--- config.mk ---
export PLATFORM = sky130hd
export DESIGN_NAME = uart_rx_core
export DESIGN_NICKNAME = d
export VERILOG_FILES = /design/src/rtl/uart_rx_core.sv
export SDC_FILE = /design/constraint.sdc
export NUM_CORES = 1
export LEC_CHECK = 0
export BUFFER_PORTS_ARGS = -buffer_cell sky130_fd_sc_hd__buf_2
export CORE_MARGIN = 5
export CORE_UTILIZATION = 35
export DETAILED_ROUTE_END_ITERATION = 8
export HOLD_SLACK_MARGIN = 0.1
export PLACE_DENSITY = 0.54
export SYNTH_ARGS = -nofsm -noshare
export SYNTH_HDL_FRONTEND = slang
export SYNTH_SLANG_ARGS = --single-unit
--- constraint.sdc ---
create_clock -name clk -period 2.3 [get_ports clk]
set_input_delay 0.23 -clock clk [delete_from_list [all_inputs] [get_ports clk]]
set_output_delay 0.23 -clock clk [all_outputs]
set_load 0.005 [all_outputs]
--- src/rtl/uart_rx_core.sv ---
// UART receiver: start detect, 3-sample majority bit sampling, LSB-first deserializer,
// optional parity check and 1/2 stop bits with early resync at the final stop decision.
module uart_rx_core #(
  parameter int unsigned DATA_WIDTH = 8,
  parameter int unsigned PRESCALE_W = 6
) (
  input  logic                  clk,
  input  logic                  rst,
  input  logic                  RX_IN,
  input  logic [PRESCALE_W-1:0] Prescale,
  input  logic                  PAR_EN,
  input  logic                  PAR_TYP,
  input  logic                  STOP2,
  output logic [DATA_WIDTH-1:0] P_DATA,
  output logic                  data_valid,
  output logic                  par_error,
  output logic                  stop_error,
  output logic                  busy
);

  localparam int unsigned BitCntW = 4;

  typedef enum logic [2:0] {StIdle, StStart, StData, StParity, StStop} state_e;

  state_e                  state_q, state_d;
  logic [PRESCALE_W-1:0]   edge_cnt_q, edge_cnt_d;
  logic [BitCntW-1:0]      bit_cnt_q, bit_cnt_d;
  logic                    s0_q, s0_d, s1_q, s1_d;
  logic [DATA_WIDTH-1:0]   shift_q, shift_d;
  logic [PRESCALE_W-1:0]   presc_q, presc_d;
  logic                    par_en_q, par_en_d, par_typ_q, par_typ_d, stop2_q, stop2_d;
  logic                    par_flag_q, par_flag_d, stop_flag_q, stop_flag_d;
  logic [DATA_WIDTH-1:0]   p_data_q, p_data_d;
  logic                    data_valid_q, data_valid_d;
  logic                    par_error_q, par_error_d;
  logic                    stop_error_q, stop_error_d;

  logic [PRESCALE_W-1:0]   half;
  logic                    last_edge, decide, maj, stop_now;

  assign half      = presc_q >> 1;
  assign last_edge = (edge_cnt_q == presc_q - PRESCALE_W'(1));
  assign decide    = (edge_cnt_q == half + PRESCALE_W'(1));
  // Third sample is taken live in the decision cycle.
  assign maj       = (s0_q & s1_q) | (s0_q & RX_IN) | (s1_q & RX_IN);

  always_comb begin
    state_d      = state_q;
    edge_cnt_d   = edge_cnt_q;
    bit_cnt_d    = bit_cnt_q;
    s0_d         = s0_q;
    s1_d         = s1_q;
    shift_d      = shift_q;
    presc_d      = presc_q;
    par_en_d     = par_en_q;
    par_typ_d    = par_typ_q;
    stop2_d      = stop2_q;
    par_flag_d   = par_flag_q;
    stop_flag_d  = stop_flag_q;
    p_data_d     = p_data_q;
    data_valid_d = 1'b0;
    par_error_d  = 1'b0;
    stop_error_d = 1'b0;
    stop_now     = 1'b0;

    if (state_q != StIdle) begin
      if (last_edge) begin
        edge_cnt_d = '0;
        bit_cnt_d  = bit_cnt_q + BitCntW'(1);
      end else begin
        edge_cnt_d = edge_cnt_q + PRESCALE_W'(1);
      end
      if (edge_cnt_q == half - PRESCALE_W'(1)) s0_d = RX_IN;
      if (edge_cnt_q == half)                  s1_d = RX_IN;
    end

    unique case (state_q)
      StIdle: begin
        if (!RX_IN) begin
          state_d     = StStart;
          presc_d     = Prescale;
          par_en_d    = PAR_EN;
          par_typ_d   = PAR_TYP;
          stop2_d     = STOP2;
          par_flag_d  = 1'b0;
          stop_flag_d = 1'b0;
        end
      end
      StStart: begin
        if (decide && maj) begin
          state_d = StIdle;
        end else if (last_edge) begin
          state_d = StData;
        end
      end
      StData: begin
        if (decide) begin
          for (int unsigned i = 0; i < DATA_WIDTH; i++) begin
            if (bit_cnt_q == BitCntW'(i)) shift_d[i] = maj;
          end
        end
        if (last_edge && (bit_cnt_q == BitCntW'(DATA_WIDTH - 1))) begin
          state_d = par_en_q ? StParity : StStop;
        end
      end
      StParity: begin
        if (decide) par_flag_d = (((^shift_q) ^ maj) != par_typ_q);
        if (last_edge) state_d = StStop;
      end
      StStop: begin
        if (decide) begin
          stop_now    = stop_flag_q | ~maj;
          stop_flag_d = stop_now;
          if (bit_cnt_q == BitCntW'(stop2_q)) begin
            state_d      = StIdle;
            par_error_d  = par_flag_q;
            stop_error_d = stop_now;
            if (!par_flag_q && !stop_now) begin
              p_data_d     = shift_q;
              data_valid_d = 1'b1;
            end
          end
        end
      end
      default: state_d = StIdle;
    endcase

    if (state_d != state_q) bit_cnt_d = '0;
    if (state_d == StIdle) edge_cnt_d = '0;
  end

  always_ff @(posedge clk) begin
    if (!rst) begin
      state_q      <= StIdle;
      edge_cnt_q   <= '0;
      bit_cnt_q    <= '0;
      s0_q         <= 1'b0;
      s1_q         <= 1'b0;
      shift_q      <= '0;
      presc_q      <= '0;
      par_en_q     <= 1'b0;
      par_typ_q    <= 1'b0;
      stop2_q      <= 1'b0;
      par_flag_q   <= 1'b0;
      stop_flag_q  <= 1'b0;
      p_data_q     <= '0;
      data_valid_q <= 1'b0;
      par_error_q  <= 1'b0;
      stop_error_q <= 1'b0;
    end else begin
      state_q      <= state_d;
      edge_cnt_q   <= edge_cnt_d;
      bit_cnt_q    <= bit_cnt_d;
      s0_q         <= s0_d;
      s1_q         <= s1_d;
      shift_q      <= shift_d;
      presc_q      <= presc_d;
      par_en_q     <= par_en_d;
      par_typ_q    <= par_typ_d;
      stop2_q      <= stop2_d;
      par_flag_q   <= par_flag_d;
      stop_flag_q  <= stop_flag_d;
      p_data_q     <= p_data_d;
      data_valid_q <= data_valid_d;
      par_error_q  <= par_error_d;
      stop_error_q <= stop_error_d;
    end
  end

  assign P_DATA     = p_data_q;
  assign data_valid = data_valid_q;
  assign par_error  = par_error_q;
  assign stop_error = stop_error_q;
  assign busy       = (state_q != StIdle);

endmodule
Word-level counts from Yosys, hierarchy flattened. Index checks and enable logic that the tools add are counted.

Flip-flop bits (word level): 45. Bits of input ports: 12. Output and inout bits: 12. Logic and storage cells: 105.

$add $sub $neg: 5. Eq/ne operators: 21. Multiplexer cells: 16. Bitwise logic cells: 10. Reduce and logical (&&, ||, !) cells: 30.

Operators by type and width (count): $reduce_and 3->1 (10); $mux 3 (8); $eq 6x6->1 (3); $eq 4x3->1 const B (4); $pmux 3 s5 (1); $eq 4x2->1 const B (2); $reduce_and 2->1 (4); $reduce_and 4->1 (2); $reduce_xor 8->1 (1); $add 5x1->6 const B (1); $add 6x1->6 const B (1); $eq 3x2->1 const B (2); $eq 6x5->1 (1); $logic_not 3->1 (2); $mux 6 (1); $ne 2x2->1 const B (3); $sub 5x1->6 const B (1); $sub 6x1->6 const B (1); $add 4x1->4 const B (1); $eq 4x1->1 (1); $eq 4x1->1 const B (1); $logic_not 4->1 (1); $mux 1 (4); $pmux 1 s2 (2); 13 further kinds (24).

Depth between registers and ports, before layout. Gate-level depths: netlist of the first run.

Depth after elaboration: 8. Mapped depth: 10.

Worst setup path after synthesis of the first run. Ideal clock, no wire load.

Kind: register to register. From: register presc_q[2]. To: register edge_cnt_q[2]. Arrival time: 2.341 ns. Required time: 2.167 ns. Slack: -0.174 ns. Stages on the path, launching flop included: 11. Buffers on the path: 1. Clock period less this slack: 2.474 ns. Cells stage by stage: dfxtp_1 -> buf_2 -> inv_1 -> ha_1 -> a21boi_1 -> and3_1 -> o2111ai_1 -> a2111oi_0 -> a31oi_2 -> a211oi_2 -> nor3b_1.

Word-level cells in the longest chain between the ends: 7. Elaborated cells between the ends (all ways): 15.

RTL lines: start: declaration (RTL line 30) `logic [PRESCALE_W-1:0] presc_q, presc_d;`; start signal: assignment (RTL line 157) `presc_q <= presc_d;`; $sub 6x1->6 or $add 5x1->6 (tied branches) (RTL line 42, 43); $eq 6x6->1 (on tied branches) (RTL line 42, 43); $mux 3 (tied with other cells) (RTL line 92) `end else if (last_edge) begin`; $mux 3 (on tied branches) (RTL line 90, 102); $pmux 3 s5 (RTL line 77) `unique case (state_q)`; $logic_not 3->1 (RTL line 129) `if (state_d == StIdle) edge_cnt_d = '0;`; $reduce_or 2->1 (no line); end signal: assignment (RTL line 152) `edge_cnt_q <= edge_cnt_d;`; end: declaration (RTL line 26) `logic [PRESCALE_W-1:0] edge_cnt_q, edge_cnt_d;`.

Parallel ways exist; a longest one is shown, timed or not. A chain may end at the register's enable or synchronous reset.

Final worst setup path of the first run.
From: register presc_q[1]. To: register bit_cnt_q[2].

Word-level cells in the longest chain between the ends: 7. Elaborated cells between the ends (all ways): 15.

RTL lines: $sub 6x1->6 or $add 5x1->6 (tied branches) (RTL line 42, 43); $eq 6x6->1 (on tied branches) (RTL line 42, 43); $mux 3 (tied with other cells) (RTL line 92); $mux 3 (on tied branches) (RTL line 90, 102); $pmux 3 s5 (RTL line 77); $ne 3x3->1 (RTL line 128) `if (state_d != state_q) bit_cnt_d = '0;`; $reduce_or 2->1 (no line); end signal: assignment (RTL line 153) `bit_cnt_q <= bit_cnt_d;`; end: declaration (RTL line 27) `logic [BitCntW-1:0] bit_cnt_q, bit_cnt_d;`.

Parallel ways exist; a longest one is shown, timed or not.

==> results of run 1 <==
## per-stage QoR
| step | instance area (µm²) | power, mW | setup WS (ns) |
|---|---|---|---|
| 3_5_place_dp | 3160 | 1.10 | -0.172 |
| 3_3_place_gp | 3160 | 1.10 | -0.0999 |
| 5_1_grt | 3550 | 1.86 | -0.0923 |
| 6_report | 3550 | 1.78 | 0.00513 |
| 2_1_floorplan | 2700 | 1.00 | 0.00205 |
| 4_1_cts | 3360 | 1.74 | -0.0307 |
## sequential cells by signal, summed over array words and instances (netlist names), 3 cells and up
signal,count
P_DATA,8
shift_q,8
edge_cnt_q,6
presc_q,6
bit_cnt_q,4
state_q,3
## final cells by class
type	instances	share of cell area, %
Inverter	11	1.37
Multi-Input combinational cell	250	54.2
Sequential cell	45	25.6
Tap cell	99	3.48
Clock buffer	6	2.04
Clock inverter	2	1.09
Timing Repair Buffer	65	12.2
## per-layer routing
metal / wire, µm / global-route usage (%) / vias up
met5: 0 / 0 / -
met4: 105 / 3.94 / 0
met3: 163 / 2.37 / 11
met2: 3000 / 21.7 / 29
met1: 3230 / 18.5 / 1108
li1: - / - / 1213
## cells in the final DEF (no fill, tap or decap), types with 2 or more instances in the layout
master     n
nand2_1   49
dfxtp_1   43
buf_4     41
buf_2     23
nor2_1    20
mux2i_1   19
xnor2_1   18
nor2b_1   12
nand3_1   11
nor3_1    10
xor2_1    10
a21boi_0   9
o21ai_0    8
inv_1      7
and2_1     6
nand4_1    5
a21oi_1    5
ha_1       5
clkbuf_8   5
ha_4       4
nor2_2     3
o31ai_1    3
nor4_1     3
o211ai_1   2
nor4_2     2
and3_4     2
xor2_2     2
and3b_1    2
or3_4      2
a31oi_4    2
o21ai_1    2
nor3b_2    2
a21o_1     2
nor4_4     2
dfxtp_4    2
## cells by family after synthesis
logic type | count (synthesis) | synth area share (%)
AND/OR/NAND/NOR | 141 | 27.6
adder cells (fa/ha/maj) | 10 | 4.58
buffers and inverters | 26 | 3.88
AO/OA/AOI/OAI | 46 | 12.0
flip-flops | 45 | 33.6
multiplexers | 20 | 7.48
XOR/XNOR | 33 | 10.8
## power breakdown
group          internal [mW]  total, mW  switching (mW)
Combinational          0.168      0.357           0.188
Sequential             0.792      0.808          0.0159
Clock                  0.327      0.619           0.293
## synth_stat cells (4+ instances only)
master    number
dfxtp_1       45
a21oi_1        6
mux2i_1       20
nand2_1       49
inv_1          9
and2_1         6
nor4_1         4
nor3_1        10
o21ai_0       10
nand4_1        5
buf_2          4
xnor2_1       20
xor2_1        13
nor2_1        23
nor2b_1       12
clkbuf_1       9
nand3_1       11
a21boi_0      10
ha_1           9
## timing repair
action | in CTS | in global routing
resized for setup | 14 | 32
pin swaps | 3 | 17
setup endpoints to repair | 28 | 29
setup buffers | 0 | 4
endpoints found under the hold margin | 0 | 0
## worst max-delay path: stages (launching register included)
cell	delay, ns
dfxtp_4	0.39
inv_4	0.06
buf_4	0.13
ha_4	0.16
xor2_1	0.13
nand2b_1	0.08
a31oi_1	0.12
buf_4	0.19
or2_4	0.26
a31oi_4	0.25
mux2i_4	0.34
nor2_1	0.08
## worst paths after layout
kind,endpoint,cells after the start,slack [ns]
setup / recovery,bit_cnt_q[2]$_SDFFE_PP0P_,11,0.005
hold / removal,presc_q[1]$_SDFFE_PN0P_,3,0.15
setup reg to reg,bit_cnt_q[2]$_SDFFE_PP0P_,11,0.005
hold reg to reg,data_valid$_SDFF_PN0_,1,0.47
==> results.cfg, run 1 <==
[outcome]
status = complete, no violations

[synth]
syn_nets = 342
synthFlopType = dfxtp_1
synth_top_area_share_pct = 33.6
synth_edf_count = 0
synth_seq_cells = 45
synth_area_mm2 = 0.00268
post_synth_num_cell_types = 52
synth_top_area_cell = dfxtp_1
synthTopCellsByArea = dfxtp_1 34%, mux2i_1 7.5%, nand2_1 6.9%
syn_inst = 321
ys_seq_area_share_pct = 33.6
syn_avg_cell_area_um2 = 8.34
yosysWarnings = 0
synthArstFlopShare_pct = 0

[placement]
hpwl_mm = 4.78
port_buffers = 23
gp_congestion = 0.900
dp.cells = 466

[power]
vdd_drop_max_uv = 204
p_leak_nw = 1.48
power.density_mw_per_mm2 = 502

[min_path]
hold_class = input port to register
min_from = Prescale[1]

[die]
core_mm2 = 0.00737
start_util_pct = 36.3
die_height_um = 97.5
ios = 24
dieWidth_um = 97.5
die_area_mm2 = 0.00950
num_rows = 31

[cts]
cts_made_buffers = 5
cts.sink_count = 45
clk_pin_slew_ns = 0.09
cts_tree = done
cts_htree_levels = 2
ctsHoldBuffers = 0
clk_path_buf_depth = 2
clock-root-buffer = clkbuf_8
worstSkewPairLatency_ns = 0.31

[job]
maxCapViolCount = 0

[timing]
tightest_slew_ns = 0.537
setup_violations = 0
fin_crit_ns = 2.29
slew_headroom_pct = 64.0
drv_slew = 0
clock.fmax_mhz = 436
period_share_pct = 99.8
whs_ns = 0.151
rsz0062_at_grt = yes
finClkSkew_ns = 0.00858
hold_viol = 0
finalSetupTns_ns = 0

[final_layout]
diodes = 0
drive_above_1_share_pct = 29.8
finalNonFillerCells = 478
syn2layout_area_growth_pct = 32.8
nets = 399
multi_input_area_mm2 = 0.00193
n_fill_cell = 733
seqCellArea_um2 = 908
fin_util_pct = 48.2

[drt]
postRouteAntennaNets = 0
postRouteWirelength_mm = 6.50
viasPerCell = 4.94
drc_errors = 0
drt_iter0_markers = 106
first_pass_iters = 4
avgRoutedWirePerCell_um = 13.6
dr_total_vias = 2361

[setup_path]
arrival_ns = 2.50
critPathLaunch = presc_q[1]$_SDFFE_PN0P_
endpoint_kind = register
start_kind = register
required_ns = 2.50
r2r-start = presc_q[1]$_SDFFE_PN0P_
crit_fanout = 6
critPathKind = register to register

[grt]
grt-ovfl-total = 0
grt_pass1_wl_mm = 10.7
grtUsageTotal_pct = 13.5
grt_pass1_vias = 2239
antenna_found_initial = 0
grt_start_max_net_pins = 23
(Power assumes the default switching activity.)
==> run 2, diff against run 1 <==
Settings changed: REMOVE_ABC_BUFFERS set to 1.
==> results.cfg, run 2 (synthesis gave the netlist of run 1 again) <==
[timing]
finClkSkew_ns = 0.00404
rsz0062_at_grt = yes
drv_slew = 0
fin_crit_ns = 2.28
period_share_pct = 99.0
tightest_slew_ns = 0.492
setup_violations = 0
slew_headroom_pct = 67.0
clock.fmax_mhz = 439
hold_viol = 0
worst_slack_ns = 0.0231

[grt]
met2_usage_pct = 22.9
antenna_found_initial = 0
grtUsageTotal_pct = 14.3
met3_usage_pct = 2.23
grt_use_met1_pct = 19.4
grt-ovfl-total = 0
grt_start_max_net_pins = 32
grt_busiest_layer = met2
grt_pass1_vias = 2402
grt_pass1_wl_mm = 11.3

[drt]
drt_iter0_markers = 72
dr_total_vias = 2386
postRouteAntennaNets = 0
avgRoutedWirePerCell_um = 13.9
viasPerCell = 4.89
drc_errors = 0
first_pass_iters = 4
postRouteWirelength_mm = 6.80

[setup_path]
critical_path_buf_inv_count = 2
required_ns = 2.50
reg2reg_depth = 8
slowest_delay_ns = 0.41
r2r-start = presc_q[5]$_SDFFE_PN0P_
crit_chain = buf_4 > xor2_1 > and3_4 > o2111ai_4 > buf_4 > o31a_1 > o221a_2 > nor3b_1
cp_slowest_cell = dfxtp_1
path_common_cell = buf_4
start_kind = register
cp_top_family = compound AO/OA/AOI/OAI gates
arrival_ns = 2.48
reg2reg_to = bit_cnt_q[1]$_SDFFE_PP0P_
critPathKind = register to register
endpoint_kind = register
crit_fanout = 4
ff2ff_setup_slack_ns = 0.02

[placement]
hpwl_mm = 5.03
dp.cells = 477
port_buffers = 23
dpl_cell_area_mm2 = 0.00322
pre_cts_ws_ns = -0.143
gp_congestion = 0.940

[final_layout]
layout_common_cells = 51 x buf_4, 49 x nand2_1, 41 x dfxtp_1, 23 x buf_2, 22 x nor2_1
finalNonFillerCells = 488
layout_commonest_cell = buf_4
diodes = 0
nets = 409
n_fill_cell = 736
syn2layout_area_growth_pct = 33.2
drive_above_1_share_pct = 31.6
final_area_mm2 = 0.00357

[cts]
cts_htree_levels = 2
clock-root-buffer = clkbuf_8
cts_tree = done
cts.sink_count = 45
clk_path_buf_depth = 2
clk_pin_slew_ns = 0.09
worstSkewPairLatency_ns = 0.31
cts_made_buffers = 5

[power]
power_mw = 1.67
vdd_drop_max_uv = 195
power.density_mw_per_mm2 = 468
p_leak_nw = 1.52

[die]
start_util_pct = 36.3
core_mm2 = 0.00737
num_rows = 31
die_height_um = 97.5
die_area_mm2 = 0.00950
dieWidth_um = 97.5
ios = 24

[min_path]
holdPathEnd = presc_q[1]$_SDFFE_PN0P_
min_from = Prescale[1]
holdPathStages = 3
hold_class = input port to register

[job]
maxCapViolCount = 0

[outcome]
status = complete, no violations
run 2: changes by cell type in the layout (fill, tap and decap cells not counted), moves of 2 or more:
cell     change
xnor2_1      -2
xor2_1       +2
dfxtp_1      -2
nor2_2       -2
ha_4         -2
xnor2_2      +3
buf_4       +10
nor2_1       +2
dfxtp_4      -2
dfxtp_2      +4
inv_2        +2
run 2: area by class of cell:
class / count / area [µm²] / share of cell area (%)
clock inverter: 3 / 21.3 / 0.596
inverter: 11 / 41.3 / 1.16
sequential: 45 / 906 / 25.4
tap: 99 / 124 / 3.47
clock buffer: 5 / 68.8 / 1.93
multi-input combinational: 250 / 1900 / 53.2
timing repair buffer: 75 / 509 / 14.3
run 2: timing repair:
| item | CTS | global route |
|---|---|---|
| buffers inserted | 1 | 2 |
| hold endpoints to repair | 0 | 0 |
| hold buffers | 0 | 0 |
| pin swaps | 2 | 10 |
| gates cloned | 0 | 0 |
| resized for setup | 10 | 35 |
| endpoints found under the setup margin | 28 | 30 |
run 2: worst max path at each step:
stage,startpoint,end,slack (ns),cells past startpoint
floorplan,presc_q[2]$_SDFFE_PN0P_,edge_cnt_q[2]$_SDFFE_PP0N_,-0.18,9
CTS,presc_q[1]$_SDFFE_PN0P_,bit_cnt_q[1]$_SDFFE_PP0P_,-0.02,9
detailed placement,presc_q[1]$_SDFFE_PN0P_,bit_cnt_q[1]$_SDFFE_PP0P_,-0.14,11
finish,presc_q[5]$_SDFFE_PN0P_,bit_cnt_q[1]$_SDFFE_PP0P_,0.02,8
global placement,presc_q[1]$_SDFFE_PN0P_,bit_cnt_q[1]$_SDFFE_PP0P_,-0.1,9
global route,presc_q[5]$_SDFFE_PN0P_,bit_cnt_q[3]$_SDFFE_PP0P_,-0.12,9
run 2: report_power, final:
group / leakage [nW] / switching [mW] / internal [mW]
clock: 0.0445 / 0.292 / 0.216
combinational: 1.11 / 0.183 / 0.170
sequential: 0.366 / 0.0166 / 0.793
run 2: routing by layer:
metal,up-vias,share of wire [%]
li1,1241,-
met1,1095,49
met2,41,46
met3,9,4.0
met4,0,1.5
met5,-,0
run 2: worst reg2reg max path: stages (launching register included):
cell and delay (ns):
dfxtp_1 0.41, buf_4 0.14, xor2_1 0.27, and3_4 0.26
o2111ai_4 0.15, buf_4 0.20, o31a_1 0.30, o221a_2 0.29
nor3b_1 0.14
run 2: metrics by stage:
stage / setup TNS (ns) / hold WS [ns] / utilization (%)
after floorplan: -1.51 / 0.344 / -
after global placement: -1.55 / 0.471 / 43.7
after detailed placement: -2.06 / 0.478 / 43.7
after CTS: -0.0664 / 0.157 / 45.7
after global routing: -1.22 / 0.165 / 48.4
final: 0 / 0.160 / 48.4
